### src/rtl/mem_access_unit.sv
// Load/store initiator for the word-addressed, byte-lane data memory.
// Accepts one request at a time, performs a single-cycle access and returns a one-cycle response.
module mem_access_unit #(
   parameter int MEM_AW = 21
) (
   input  logic        i_clk,
   input  logic        i_rst,
   input  logic        i_req_valid,
   output logic        o_req_ready,
   input  logic        i_req_we,
   input  logic [1:0]  i_req_size,
   input  logic        i_req_unsigned,
   input  logic [31:0] i_req_addr,
   input  logic [31:0] i_req_wdata,
   output logic        o_rsp_valid,
   output logic [31:0] o_rsp_rdata,
   output logic        o_rsp_err,
   output logic [29:0] o_mem_address,
   output logic [3:0]  o_mem_sel_width,
   output logic        o_mem_w_en,
   output logic [31:0] o_mem_din,
   input  logic [31:0] i_mem_dout,
   output logic [1:0]  dbg_state
);

   // Handshake: a request transfers on a rising edge where i_req_valid && o_req_ready;
   // the requester holds its request stable until then. o_rsp_valid is a single-cycle pulse.
   typedef enum logic [1:0] {
      IDLE   = 2'd0,
      ACCESS = 2'd1,
      RESP   = 2'd2
   } state_t;

   state_t      state, state_nxt;
   logic        accept, req_err;
   logic [3:0]  sel_new, sel_q;
   logic [31:0] din_new, load_ext;
   logic        we_q, uns_q;
   logic [1:0]  size_q, lane_q;
   logic [7:0]  ld_byte;
   logic [15:0] ld_half;

   assign dbg_state = state;
   assign accept    = (state == IDLE) && i_req_valid;

   always_comb begin
      req_err = 1'b0;
      if (i_req_size == 2'd3)                               req_err = 1'b1;
      if (i_req_size == 2'd1 && i_req_addr[0])              req_err = 1'b1;
      if (i_req_size == 2'd2 && i_req_addr[1:0] != 2'd0)    req_err = 1'b1;
      if ((i_req_addr >> (MEM_AW + 2)) != 32'd0)            req_err = 1'b1;
   end

   // Lane enables and replicated write data for the incoming request.
   always_comb begin
      sel_new = 4'b0000;
      din_new = i_req_wdata;
      case (i_req_size)
         2'd0: begin
            sel_new = 4'b0001 << i_req_addr[1:0];
            din_new = {4{i_req_wdata[7:0]}};
         end
         2'd1: begin
            sel_new = i_req_addr[1] ? 4'b1100 : 4'b0011;
            din_new = {2{i_req_wdata[15:0]}};
         end
         default: sel_new = 4'b1111;
      endcase
   end

   always_comb begin
      case (lane_q)
         2'd0:    ld_byte = i_mem_dout[7:0];
         2'd1:    ld_byte = i_mem_dout[15:8];
         2'd2:    ld_byte = i_mem_dout[23:16];
         default: ld_byte = i_mem_dout[31:24];
      endcase
      ld_half = lane_q[1] ? i_mem_dout[31:16] : i_mem_dout[15:0];
      case (size_q)
         2'd0:    load_ext = uns_q ? {24'd0, ld_byte} : {{24{ld_byte[7]}}, ld_byte};
         2'd1:    load_ext = uns_q ? {16'd0, ld_half} : {{16{ld_half[15]}}, ld_half};
         default: load_ext = i_mem_dout;
      endcase
   end

   // Reset gates the memory strobes and response so an interrupted access has no effect.
   always_comb begin
      state_nxt       = state;
      o_req_ready     = (state == IDLE);
      o_rsp_valid     = 1'b0;
      o_mem_sel_width = 4'b0000;
      o_mem_w_en      = 1'b0;
      case (state)
         IDLE: if (accept) state_nxt = req_err ? RESP : ACCESS;
         ACCESS: begin
            o_mem_sel_width = i_rst ? 4'b0000 : sel_q;
            o_mem_w_en      = we_q && !i_rst;
            state_nxt       = RESP;
         end
         RESP: begin
            o_rsp_valid = !i_rst;
            state_nxt   = IDLE;
         end
         default: state_nxt = IDLE;
      endcase
   end

   always_ff @(posedge i_clk) begin
      if (i_rst) begin
         state         <= IDLE;
         we_q          <= 1'b0;
         uns_q         <= 1'b0;
         size_q        <= 2'd0;
         lane_q        <= 2'd0;
         sel_q         <= 4'b0000;
         o_mem_address <= 30'd0;
         o_mem_din     <= 32'd0;
         o_rsp_rdata   <= 32'd0;
         o_rsp_err     <= 1'b0;
      end else begin
         state <= state_nxt;
         if (accept) begin
            we_q   <= i_req_we;
            uns_q  <= i_req_unsigned;
            size_q <= i_req_size;
            lane_q <= i_req_addr[1:0];
            if (req_err) begin
               o_rsp_err <= 1'b1;
            end else begin
               sel_q         <= sel_new;
               o_mem_address <= i_req_addr[31:2];
               o_mem_din     <= din_new;
            end
         end
         if (state == ACCESS && !we_q) o_rsp_rdata <= load_ext;
         if (state == RESP) begin
            o_rsp_rdata <= 32'd0;
            o_rsp_err   <= 1'b0;
         end
      end
   end

endmodule

### config.mk
export PLATFORM = sky130hd
export DESIGN_NAME = mem_access_unit
export DESIGN_NICKNAME = d
export VERILOG_FILES = /design/src/rtl/mem_access_unit.sv
export SDC_FILE = /design/constraint.sdc
export NUM_CORES = 1
export LEC_CHECK = 0
export ABC_AREA = 1
export BUFFER_PORTS_ARGS = -buffer_cell sky130_fd_sc_hd__buf_2
export CORE_UTILIZATION = 40
export CTS_CLUSTER_SIZE = 25
export DETAILED_ROUTE_END_ITERATION = 7
export PLACE_DENSITY = 0.68
export SETUP_SLACK_MARGIN = 0.2
export SLEW_MARGIN = 5
export SYNTH_ARGS = -nofsm -noshare
export SYNTH_HDL_FRONTEND = slang
export SYNTH_SLANG_ARGS = --single-unit
### constraint.sdc
create_clock -name i_clk -period 1.8 [get_ports i_clk]
set_clock_uncertainty 0.1 [all_clocks]
set_input_delay 0 -clock i_clk [delete_from_list [all_inputs] [get_ports i_clk]]
set_output_delay 0 -clock i_clk [all_outputs]
set_load 0.05 [all_outputs]
# Word-level counts from Yosys, hierarchy flattened

Index checks and enable logic that the tools add are counted.

Bits of input ports: 103
Output and inout port bits: 104
Register bits: 107
Logic and storage cells: 56

Shift operators: 1
Eq/ne operators: 9
Muxes and demuxes: 19
Bitwise operators: 1
Reduce and logical (&&, ||, !) cells: 16

Operators with widths:

| kind                                                                    | number |
|---|---|
| 32-bit one-hot mux with 2 select lines                                  | 2 |
| 32-bit 2-to-1 mux                                                       | 2 |
| 32-bit nonzero test                                                     | 1 |
| 8-bit one-hot mux with 3 select lines                                   | 1 |
| 16-bit 2-to-1 mux                                                       | 1 |
| 4-bit 2-to-1 mux                                                        | 3 |
| 2-bit by 1-bit == test with 1-bit output, second input constant         | 4 |
| 2-bit == test, second input constant                                    | 4 |
| 2-bit logical NOT                                                       | 4 |
| 4-bit one-hot mux with 2 select lines                                   | 1 |
| 1-bit 2-to-1 mux                                                        | 6 |
| 1-bit logical AND                                                       | 5 |
| 2-bit 2-to-1 mux                                                        | 2 |
| 2-bit one-hot mux with 2 select lines                                   | 1 |
| 2-bit AND reduction                                                     | 2 |
| 1-bit by 2-bit << shifter with 4-bit output, first input constant       | 1 |
| 1-bit logical NOT                                                       | 2 |
| 2-bit by 1-bit inequality test with 1-bit output, second input constant | 1 |
| 2-bit nonzero test                                                      | 1 |
| 2-bit OR reduction                                                      | 1 |
| 1-bit inverter                                                          | 1 |

# Logic depth before layout (Yosys ltp)

Gate-level depths: netlist of the first run.

Depth after elaboration: 8
Mapped depth: 9
Mapped depth without buffers: 7

# Least setup slack after synthesis of the first run

No wires, ideal clock.

Kind: register to register
Start point: register state[0] (netlist: dbg_state[0])
End point: register o_mem_din[17]
Path buffers: 2
Path slack: -0.525 ns
Arrival: 2.115 ns
Period minus slack after synthesis: 2.325 ns
Data required time: 1.590 ns
Cell stages (with the launch flop): 9
Library setup time: 0.110 ns
Cell sequence: dfxtp_1 > nor2_1 > nand2_1 > inv_1 > buf_2 > buf_2 > nand4_1 > nand2_1 > nor2_1

Longest elaborated chain between the ends: 3

Ends and longest elaborated chain:

| item                          | line | source |
|---|---|---|
| start, declared               | 34   | `state_t state, state_nxt;` |
| start signal, assigned        | 121  | `state <= state_nxt;` |
| 2-bit logical NOT             | -    |  |
| net o_req_ready               | 9    | `output logic o_req_ready,` |
| 1-bit logical AND             | 44   | `assign accept = (state == IDLE) && i_req_valid;` |
| 2-bit AND reduction (no line) | -    |  |
| end signal, assigned          | 132  | `o_mem_din <= din_new;` |
| end, declared                 | 21   | `output logic [31:0] o_mem_din,` |

The timed path passes the listed nets, and every way through them passes these cells.
A chain may end at the register's enable or synchronous reset.

# Final worst setup path of the first run

Start point: register state[1] (netlist: dbg_state[1])
End point: output o_mem_sel_width[1]

Longest elaborated chain between the ends: 2

Ends and longest elaborated chain:

| item                                     | line | source |
|---|---|---|
| 2-bit by 1-bit == test with 1-bit output | 93   | `case (state)` |
| 4-bit 2-to-1 mux                         | 93   |  |
| end, declared                            | 19   | `output logic [3:0] o_mem_sel_width,` |

No other way between the ends.

==> impl_metrics.ini, run 1 <==
[cts]
cts.sinks = 107
htreeDepth = 3
cts_tree = yes
cts.path.max_buffers = 2
path_clk_slew_ns = 0.08
root_buffer = clkbuf_16
worstSkewPairLatency_ns = 0.35
cts_buffers = 9

[floorplanning]
die_area_um2 = 13820
core-area_um2 = 12820
initial_core_util_pct = 41.64
std_cell_rows = 41
die_w_um = 117.5
dieHeight_um = 117.5
num_io_pins = 207

[cells_and_area]
post-route-cell-area_um2 = 7835
final_common_cell = nand2_1
mostFrequentLayoutCells = nand2_1 (205), buf_2 (202), nor2_1 (154)
layout-drive-gt1-share_pct = 24.27
area_growth_pct = 46.72
layout.cells.non_filler = 1309
diodes = 0
fin_nets = 1235

[setup_path]
crit_start = dbg_state[1]
r2r-start = dbg_state[1]
worstPathArrival_ns = 1.42
critical_path_class = flop to output port
reg2reg_slack_ns = 0.28
cp-start-kind = flop
critPathRequiredTime_ns = 1.70
crit_fanout = 6
worstSetupEndpointType = output port

[placement]
place_area_um2 = 6589
portBuffers = 206
gp_congestion = 0.8731
dp_hpwl_um = 10990
dpl.cell_count = 1203

[synth]
yosysWarnings = 0
mappedNetlistArea_um2 = 5340
synth_fp_nets = 954
ys_seq_elements = 107
netlist_instances = 851
avgSynthCellArea_um2 = 6.275
ys_types = 25
ys_seq_area_share_pct = 40.11

[detailed_routing]
drcViolationCount = 0
wl_met3_um = 1164
wl_met1_um = 7037
drtIter0Drc = 298
routed_via_density = 4.675
dr_wl_met2_um = 8360
postRouteAntennaNets = 0
routedWlPerCell_um = 12.92
top_layer = met4
firstDrtPassIters = 5
wl_um = 16920
route.vias.total = 6120

[timing]
final.setup.tns_ns = 0
relSlewSlack_pct = 57.33
slew_viol_final = 0
period_share_pct = 84.45
finalSetupViolCount = 0
min_period_ns = 1.520
finalHoldViolations = 2
worstMarginPinSlew_ns = 0.6376
grt_setup_unrepaired = no
max_freq_mhz = 657.9
hold_slack_ns = -0.01746

[global_routing]
gr-total-overflow = 0
grt_antenna_before_repair = 0
grt_first_pass_wirelength_um = 27400
grt_max_degree = 75
grt_util_all_layers_pct = 24.49
grt_pass1_vias = 5714

[run_status]
violations = negative hold slack
outcome = finished, violations left

[power_and_ir_drop]
ir_drop_v = 0.0003824
p_int_mw = 3.736
p_switching_mw = 1.334
power_mw = 5.070
power_frac_seq_pct = 47.2
cellLeakagePower_nw = 4.292
p_comb_share_pct = 14.4
clkPwrFrac_pct = 38.4
switching_share_pct = 26.31
power.density_nw_per_um2 = 647.1

[min_path]
min_from = i_req_wdata[8]
min_path_type = primary input to flop

[run]
maxCapViolCount = 0
[timing repair]
action                                  CTS  global route
gates cloned                              0             1
hold endpoints to repair                 88             0
gates resized for setup                   2            18
hold buffers                             94             0
pin swaps                                 0             4
buffers inserted                          0             0
endpoints found under the setup margin    5            82
[stage by stage]
stage	utilization (%)	setup WS, ns
after floorplan	-	0.1936
after global placement	51.38	0.2802
after detailed placement	51.38	0.2374
after CTS	61.00	0.1971
after global routing	61.09	0.2042
final	61.09	0.2800
[layer usage]
layer  vias up  track usage, %
met5         -               0
met4         0           9.776
met3        23           5.329
met2       228           43.05
met1      2725           28.83
li1       3144               -
[cell usage after synthesis]
master	instances	area share, %
o21ai_1	1	0.094
buf_2	21	2.0
nor2_1	158	11
o21ai_2	1	0.16
buf_4	3	0.42
o21a_1	17	2.4
nand4_1	16	1.9
inv_1	141	9.9
nor2_8	1	0.37
nand3_1	30	2.8
a31oi_1	2	0.23
nand3_4	1	0.33
buf_1	2	0.14
buf_6	1	0.21
nor2_2	1	0.12
inv_2	3	0.21
o21ai_0	45	4.2
inv_4	1	0.12
nor3_1	6	0.56
clkbuf_1	19	1.3
o211ai_1	3	0.42
dfxtp_1	107	40
a21oi_1	60	5.6
nand2_1	208	15
nor2_4	3	0.63
[worst paths after layout]
kind,end,cells past startpoint
max reg2reg,o_rsp_rdata[29],7
max,o_mem_sel_width[1],4
min reg2reg,o_mem_address[22],2
min,o_mem_din[24],5
[flip-flops by register name, summed over array words and instances, names as in the netlist]
register / count
o_mem_din: 32
o_rsp_rdata: 32
o_mem_address: 30
sel_q: 4
dbg_state: 2
lane_q: 2
size_q: 2
o_rsp_err: 1
uns_q: 1
we_q: 1
[cell families (layout without fill, tap and decap cells)]
family                 Yosys count  after routing  share of synthesized area [%]
AO/OA/AOI/OAI                  129            129                          13.14
AND/OR/NAND/NOR                424            424                          32.43
buffers and inverters          191            477                          14.32
flip-flops                     107            107                          40.11
[worst max-delay path, cell delays in order (launching register included)]
cell and delay (ns):
dfxtp_2 0.34, inv_1 0.15, nand2_2 0.17, nor3_2 0.12, buf_2 0.28
[power by group through the flow]
| stage | Sequential (mW) | Combinational (mW) | Clock [mW] |
|---|---|---|---|
| global route | 2.39 | 0.807 | 2.11 |
| detailed placement | 2.45 | 0.559 | 0 |
| global placement | 2.45 | 0.562 | 0 |
| floorplan | 2.45 | 0.318 | 0 |
| finish | 2.39 | 0.732 | 1.95 |
| CTS | 2.39 | 0.728 | 2.00 |
[area by class of cell]
| class | instances | area (um2) |
|---|---|---|
| multi-input combinational | 553 | 2491 |
| fill | 1214 | 4990 |
| inverter | 145 | 546.8 |
| clock inverter | 5 | 36.28 |
| sequential | 107 | 2150 |
| clock buffer | 11 | 252.7 |
| timing repair buffer | 316 | 2143 |
| tap | 172 | 215.2 |
(Power assumes the default switching activity.)
==> run 2, diff against run 1 <==
ABC_AREA = 0   (was 1)
PLACE_DENSITY = 0.69   (was 0.68)
clock period = 1.5 ns   (was 1.8 ns; I/O delays follow)
==> impl_metrics.ini, run 2 <==
[timing]
finalHoldViolations = 0
max_freq_mhz = 564.7
min_period_ns = 1.771
period_share_pct = 118.1
timing.final.ws_setup_ns = -0.2710
finalSetupViolCount = 107
relSlewSlack_pct = 62.14
grt_setup_unrepaired = yes
slew_viol_final = 0
worstMarginPinSlew_ns = 0.5679

[placement]
dp_hpwl_um = 11680
portBuffers = 206
place_area_um2 = 6450
dpl_worst_slack_ns = -0.1719
gp_congestion = 0.8986

[detailed_routing]
drtIter0Drc = 513
route.vias.total = 6273
wl_um = 22130
dr_wl_met2_um = 11050
routedWlPerCell_um = 20.08
routed_via_density = 5.692
top_layer = met4
firstDrtPassIters = 5
drcViolationCount = 0
postRouteAntennaNets = 0
wl_met1_um = 8572
wl_met3_um = 1496

[cts]
cts.path.max_buffers = 2
cts.sinks = 107
cts_buffers = 9
path_clk_slew_ns = 0.08
root_buffer = clkbuf_16
cts_tree = yes
worstSkewPairLatency_ns = 0.36
htreeDepth = 3

[floorplanning]
initial_core_util_pct = 41.22
die_w_um = 113.5
std_cell_rows = 40
core-area_um2 = 12060
num_io_pins = 207
dieHeight_um = 113.5
die_area_um2 = 12880

[setup_path]
crit_top_cell = buf_6
critPathRequiredTime_ns = 1.64
crit_buf_inv = 4
cp-start-kind = flop
critical_path.slowest_cell = dfxtp_4
crit_fanout = 6
worstPathArrival_ns = 1.91
r2r_cells = 8
critical_path_class = flop to flop
worstSetupEndpointType = flop
worstPathCellList = nor3b_4 -> buf_6 -> buf_6 -> nand2_8 -> buf_12 -> buf_16 -> o21ai_2 -> a21oi_1
slowest_delay_ns = 0.37
crit_family = buffers and inverters
crit_cells = 8

[synth]
ys_seq_elements = 107
synth.most_common_cell = dfxtp_1
netlist_instances = 590
async_reset_ff_share_pct = 0
synth_flop_cell = dfxtp_1
ys_types = 40
synth_edf_count = 0
ys_seq_area_share_pct = 43.08
synth_area_leaders = dfxtp_1 (43%), a21oi_1 (10%), o21ai_0 (9.9%)
mappedNetlistArea_um2 = 4972
synth_fp_nets = 693
yosysWarnings = 0
yosys-top-cells-count = dfxtp_1 (107), a21oi_1 (101), o21ai_0 (98), nand3_1 (55)
yosysTopAreaCell = dfxtp_1
synth_top_area_share_pct = 43.08
avgSynthCellArea_um2 = 8.428

[global_routing]
grt_first_pass_wirelength_um = 32930
grt_pass1_vias = 6346
grt_max_degree = 54
grt_antenna_before_repair = 0
gr-total-overflow = 0
grt_util_all_layers_pct = 33.02

[power_and_ir_drop]
power.density_nw_per_um2 = 746.4
ir_drop_v = 0.0004845
cellLeakagePower_nw = 3.759

[run_status]
outcome = finished, violations left
violations = negative setup slack

[cells_and_area]
mostFrequentLayoutCells = buf_2 (197), dfxtp_1 (102), dlygate4sd3_1 (91)
area_growth_pct = 83.04
final_common_cell = buf_2
fin_nets = 1032
fin_util_pct = 75.46
top_regs = o_mem_din: 32 flops, o_rsp_rdata: 32 flops, o_mem_address: 30 flops
post-route-cell-area_um2 = 9101
layout-drive-gt1-share_pct = 50.54
diodes = 0

[min_path]
hold_depth = 4
min_path_type = primary input to flop

[run]
maxCapViolCount = 0
==> run 2: cell types whose count changed after synthesis, moves of 16 or more <==
| cell | delta |
|---|---|
| nand2_1 | -174 |
| nor2_1 | -142 |
| inv_1 | -137 |
| o21ai_0 | +53 |
| a21oi_1 | +41 |
| nand3_1 | +25 |
| mux2_2 | +22 |
| o21a_1 | -17 |
| nand4_1 | -16 |
==> run 2: timing repair <==
action	CTS	global route
setup endpoints to repair	112	114
hold endpoints to repair	90	1
gates resized for setup	179	60
pin swaps	38	21
setup buffers	23	7
hold buffers	90	1
cloned	15	2
==> run 2: worst paths after layout <==
path | startpoint | to | slack [ns]
worst min-delay path | i_mem_dout[7] | o_rsp_rdata[7] | 0.01
worst max register to register | dbg_state[0] | o_mem_din[30] | -0.27
worst min register to register | o_mem_address[29] | o_mem_address[29] | 0.36
worst max-delay path | dbg_state[0] | o_mem_din[30] | -0.27
==> run 2: worst min-delay path, delay by kind of cell <==
family | cells | cell delay (ns)
compound gates | 3 | 0.31
buf+inv | 1 | 0.12
==> run 2: cells by family (layout without fill, tap and decap cells) <==
kind of cell,Yosys count,after routing,synth area share (%)
mux,38,38,8.706
flops,107,107,43.08
simple gates,148,150,15.73
compound gates,234,234,25.79
buf+inv,63,405,6.693
==> run 2: layer usage <==
metal,vias up,GRT usage [%]
li1,2832,-
met1,2942,37.54
met2,406,57.85
met3,93,6.111
met4,0,19.39
met5,-,0
==> run 2: where the power goes <==
group,switching (mW),internal [mW],total (mW)
Combinational,0.686,0.786,1.47
Sequential,0.0204,2.85,2.87
Clock,1.12,1.33,2.45
==> run 2: metrics by stage <==
stage	power [mW]	TNS (ns)	instances	hold WS, ns
floorplan	3.373	-11.31	590	0.03865
global placement	3.699	-2.632	948	0.1329
detailed placement	3.710	-5.320	948	0.1378
CTS	6.638	-7.209	1092	-0.1543
global route	6.980	-19.62	1102	0.04634
finish	6.793	-14.60	1102	0.01438
==> run 2: area by class of cell <==
cell class / instances / area [um2]
fill: 764 / 2960
clock inverter: 5 / 52.55
multi-input combinational: 422 / 3141
tap: 168 / 210.2
sequential: 107 / 2156
timing repair buffer: 384 / 3278
clock buffer: 11 / 242.7
inverter: 5 / 21.27
==> run 3, diff against run 2 <==
ABC_AREA = not set   (was 0)
CORE_UTILIZATION = 48   (was 40)
PLACE_DENSITY = 0.8   (was 0.69)
REMOVE_ABC_BUFFERS = 1   (was not set)
==> impl_metrics.ini, run 3 (synthesis gave the netlist of run 2 again) <==
[power_and_ir_drop]
p_comb_share_pct = 22.7
cellLeakagePower_nw = 3.549
p_int_mw = 4.153
power_mw = 6.003
switching_share_pct = 30.81
power_frac_seq_pct = 47.9
clkPwrFrac_pct = 29.4
p_switching_mw = 1.850
power.density_nw_per_um2 = 693.2
ir_drop_v = 0.0004881

[setup_path]
worstPathArrival_ns = 2.08
reg2reg_slack_ns = -0.41
crit_buf_inv = 1
r2r_cells = 5
reg2reg_to = sel_q[3]
crit_start = dbg_state[1]
critPathRequiredTime_ns = 1.67
worstSetupEndpointType = flop
crit_family = compound AO/OA/AOI/OAI gates
cp-start-kind = flop
crit_fanout = 16
slowest_delay_ns = 0.49
critical_path.slowest_cell = o21ai_0
critical_path_class = flop to flop
worstPathCellList = nor3b_4 -> nand2_2 -> buf_8 -> o21ai_0 -> a21oi_2
r2r-start = dbg_state[1]

[global_routing]
grtUsageMet3_pct = 9.062
use_met1_pct = 47.20
grt_antenna_before_repair = 0
grt_first_pass_wirelength_um = 36280
grt_util_all_layers_pct = 42.63
use_met2_pct = 73.15
grt.busiest_layer = met2
gr-total-overflow = 0
grt_max_degree = 43
grt_pass1_vias = 6755

[cts]
cts.sinks = 107
worstSkewPairLatency_ns = 0.39
cts_buffers = 9
cts_tree = yes
htreeDepth = 3
path_clk_slew_ns = 0.12
cts.path.max_buffers = 2
root_buffer = clkbuf_8

[cells_and_area]
layout.cells.non_filler = 1057
top_regs = o_mem_din: 32 flops, o_rsp_rdata: 32 flops, o_mem_address: 30 flops
diodes = 0
mostFrequentLayoutCells = buf_2 (197), dfxtp_1 (102), dlygate4sd3_1 (93)
final_common_cell = buf_2
fin_util_pct = 87.39
post-route-cell-area_um2 = 8660
fin_nets = 1022
area_growth_pct = 74.16
fillers = 441
layout-drive-gt1-share_pct = 49.13

[timing]
worstMarginPinSlew_ns = 0.6138
period_share_pct = 127.3
slew_viol_final = 0
relSlewSlack_pct = 58.65
hold_slack_ns = -0.02314
timing.final.ws_setup_ns = -0.4102
finalHoldViolations = 2
finalSetupViolCount = 102
grt_setup_unrepaired = yes
max_freq_mhz = 523.5
min_period_ns = 1.910

[run_status]
outcome = finished, violations left
violations = negative hold slack, negative setup slack

[min_path]
min_from = i_req_size[1]
min_path_type = primary input to flop
hold_depth = 3
min_to = dbg_state[1]

[placement]
dpl_worst_slack_ns = -0.1774
dp_hpwl_um = 10510
dpl.cell_count = 920
place_area_um2 = 6322
gp_congestion = 0.8681
portBuffers = 206

[detailed_routing]
postRouteAntennaNets = 0
firstDrtPassIters = 6
route.vias.total = 6878
drcViolationCount = 0
routedWlPerCell_um = 24.81
wl_um = 26230
drtIter0Drc = 923
routed_via_density = 6.507

[run]
maxCapViolCount = 0

[floorplanning]
initial_core_util_pct = 50.18
num_io_pins = 207
die_area_um2 = 10770
dieHeight_um = 103.8
die_w_um = 103.8
core-area_um2 = 9910
std_cell_rows = 36
## run 3: what timing repair did
action | 4_1_cts | 5_1_grt
setup buffers | 15 | 4
endpoints found under the setup margin | 112 | 115
cloned | 8 | 1
resized for setup | 179 | 66
pin swaps | 95 | 19
hold endpoints to repair | 93 | 3
hold buffers | 92 | 1
## run 3: metal layers
metal | wire [um] | share of wire, %
met1 | 8485 | 32
met2 | 12070 | 46
met3 | 3182 | 12
met4 | 2488 | 9.5
met5 | 0 | 0
## run 3: layout make-up
| cell class | count | area (um2) | area share, % |
|---|---|---|---|
| clock buffers | 10 | 127.6 | 1.474 |
| clock inverters | 6 | 50.05 | 0.5780 |
| inverters | 5 | 22.52 | 0.2601 |
| multi-input cells | 421 | 3158 | 36.47 |
| flip-flops and latches | 107 | 2156 | 24.90 |
| well taps | 133 | 166.4 | 1.922 |
| repair buffers | 375 | 2979 | 34.40 |
## run 3: per-stage QoR
step / hold WS, ns / setup TNS, ns
6_report: -0.02314 / -15.54
5_1_grt: -0.04350 / -17.71
4_1_cts: -0.1822 / -8.291
3_5_place_dp: 0.1475 / -4.706
3_3_place_gp: 0.1419 / -2.529
2_1_floorplan: -0.03093 / -119.77
## run 3: power by group through the flow
| stage | clock network (mW) | registers (mW) | logic, mW |
|---|---|---|---|
| detailed placement | 0 | 2.93 | 0.743 |
| floorplan | 0 | 2.97 | 0.302 |
| finish | 1.77 | 2.88 | 1.36 |
| CTS | 1.69 | 2.87 | 1.18 |
| global placement | 0 | 2.93 | 0.725 |
| global route | 1.88 | 2.88 | 1.39 |
## run 3: worst max path at each step
| stage | endpoint | cells past startpoint |
|---|---|---|
| 2_1_floorplan | o_mem_address[21] | 4 |
| 3_3_place_gp | o_rsp_rdata[30] | 5 |
| 3_5_place_dp | o_rsp_rdata[22] | 5 |
| 4_1_cts | o_rsp_rdata[28] | 5 |
| 5_1_grt | sel_q[3] | 5 |
| 6_report | sel_q[3] | 5 |
## run 3: worst reg2reg max path: cells and delay by family, from the launching register on
kind,cells,cell delay [ns]
AOI/OAI and AO/OA,2,0.65
buffers and inverters,1,0.20
and+or+nand+nor,2,0.45
DFF,1,0.40
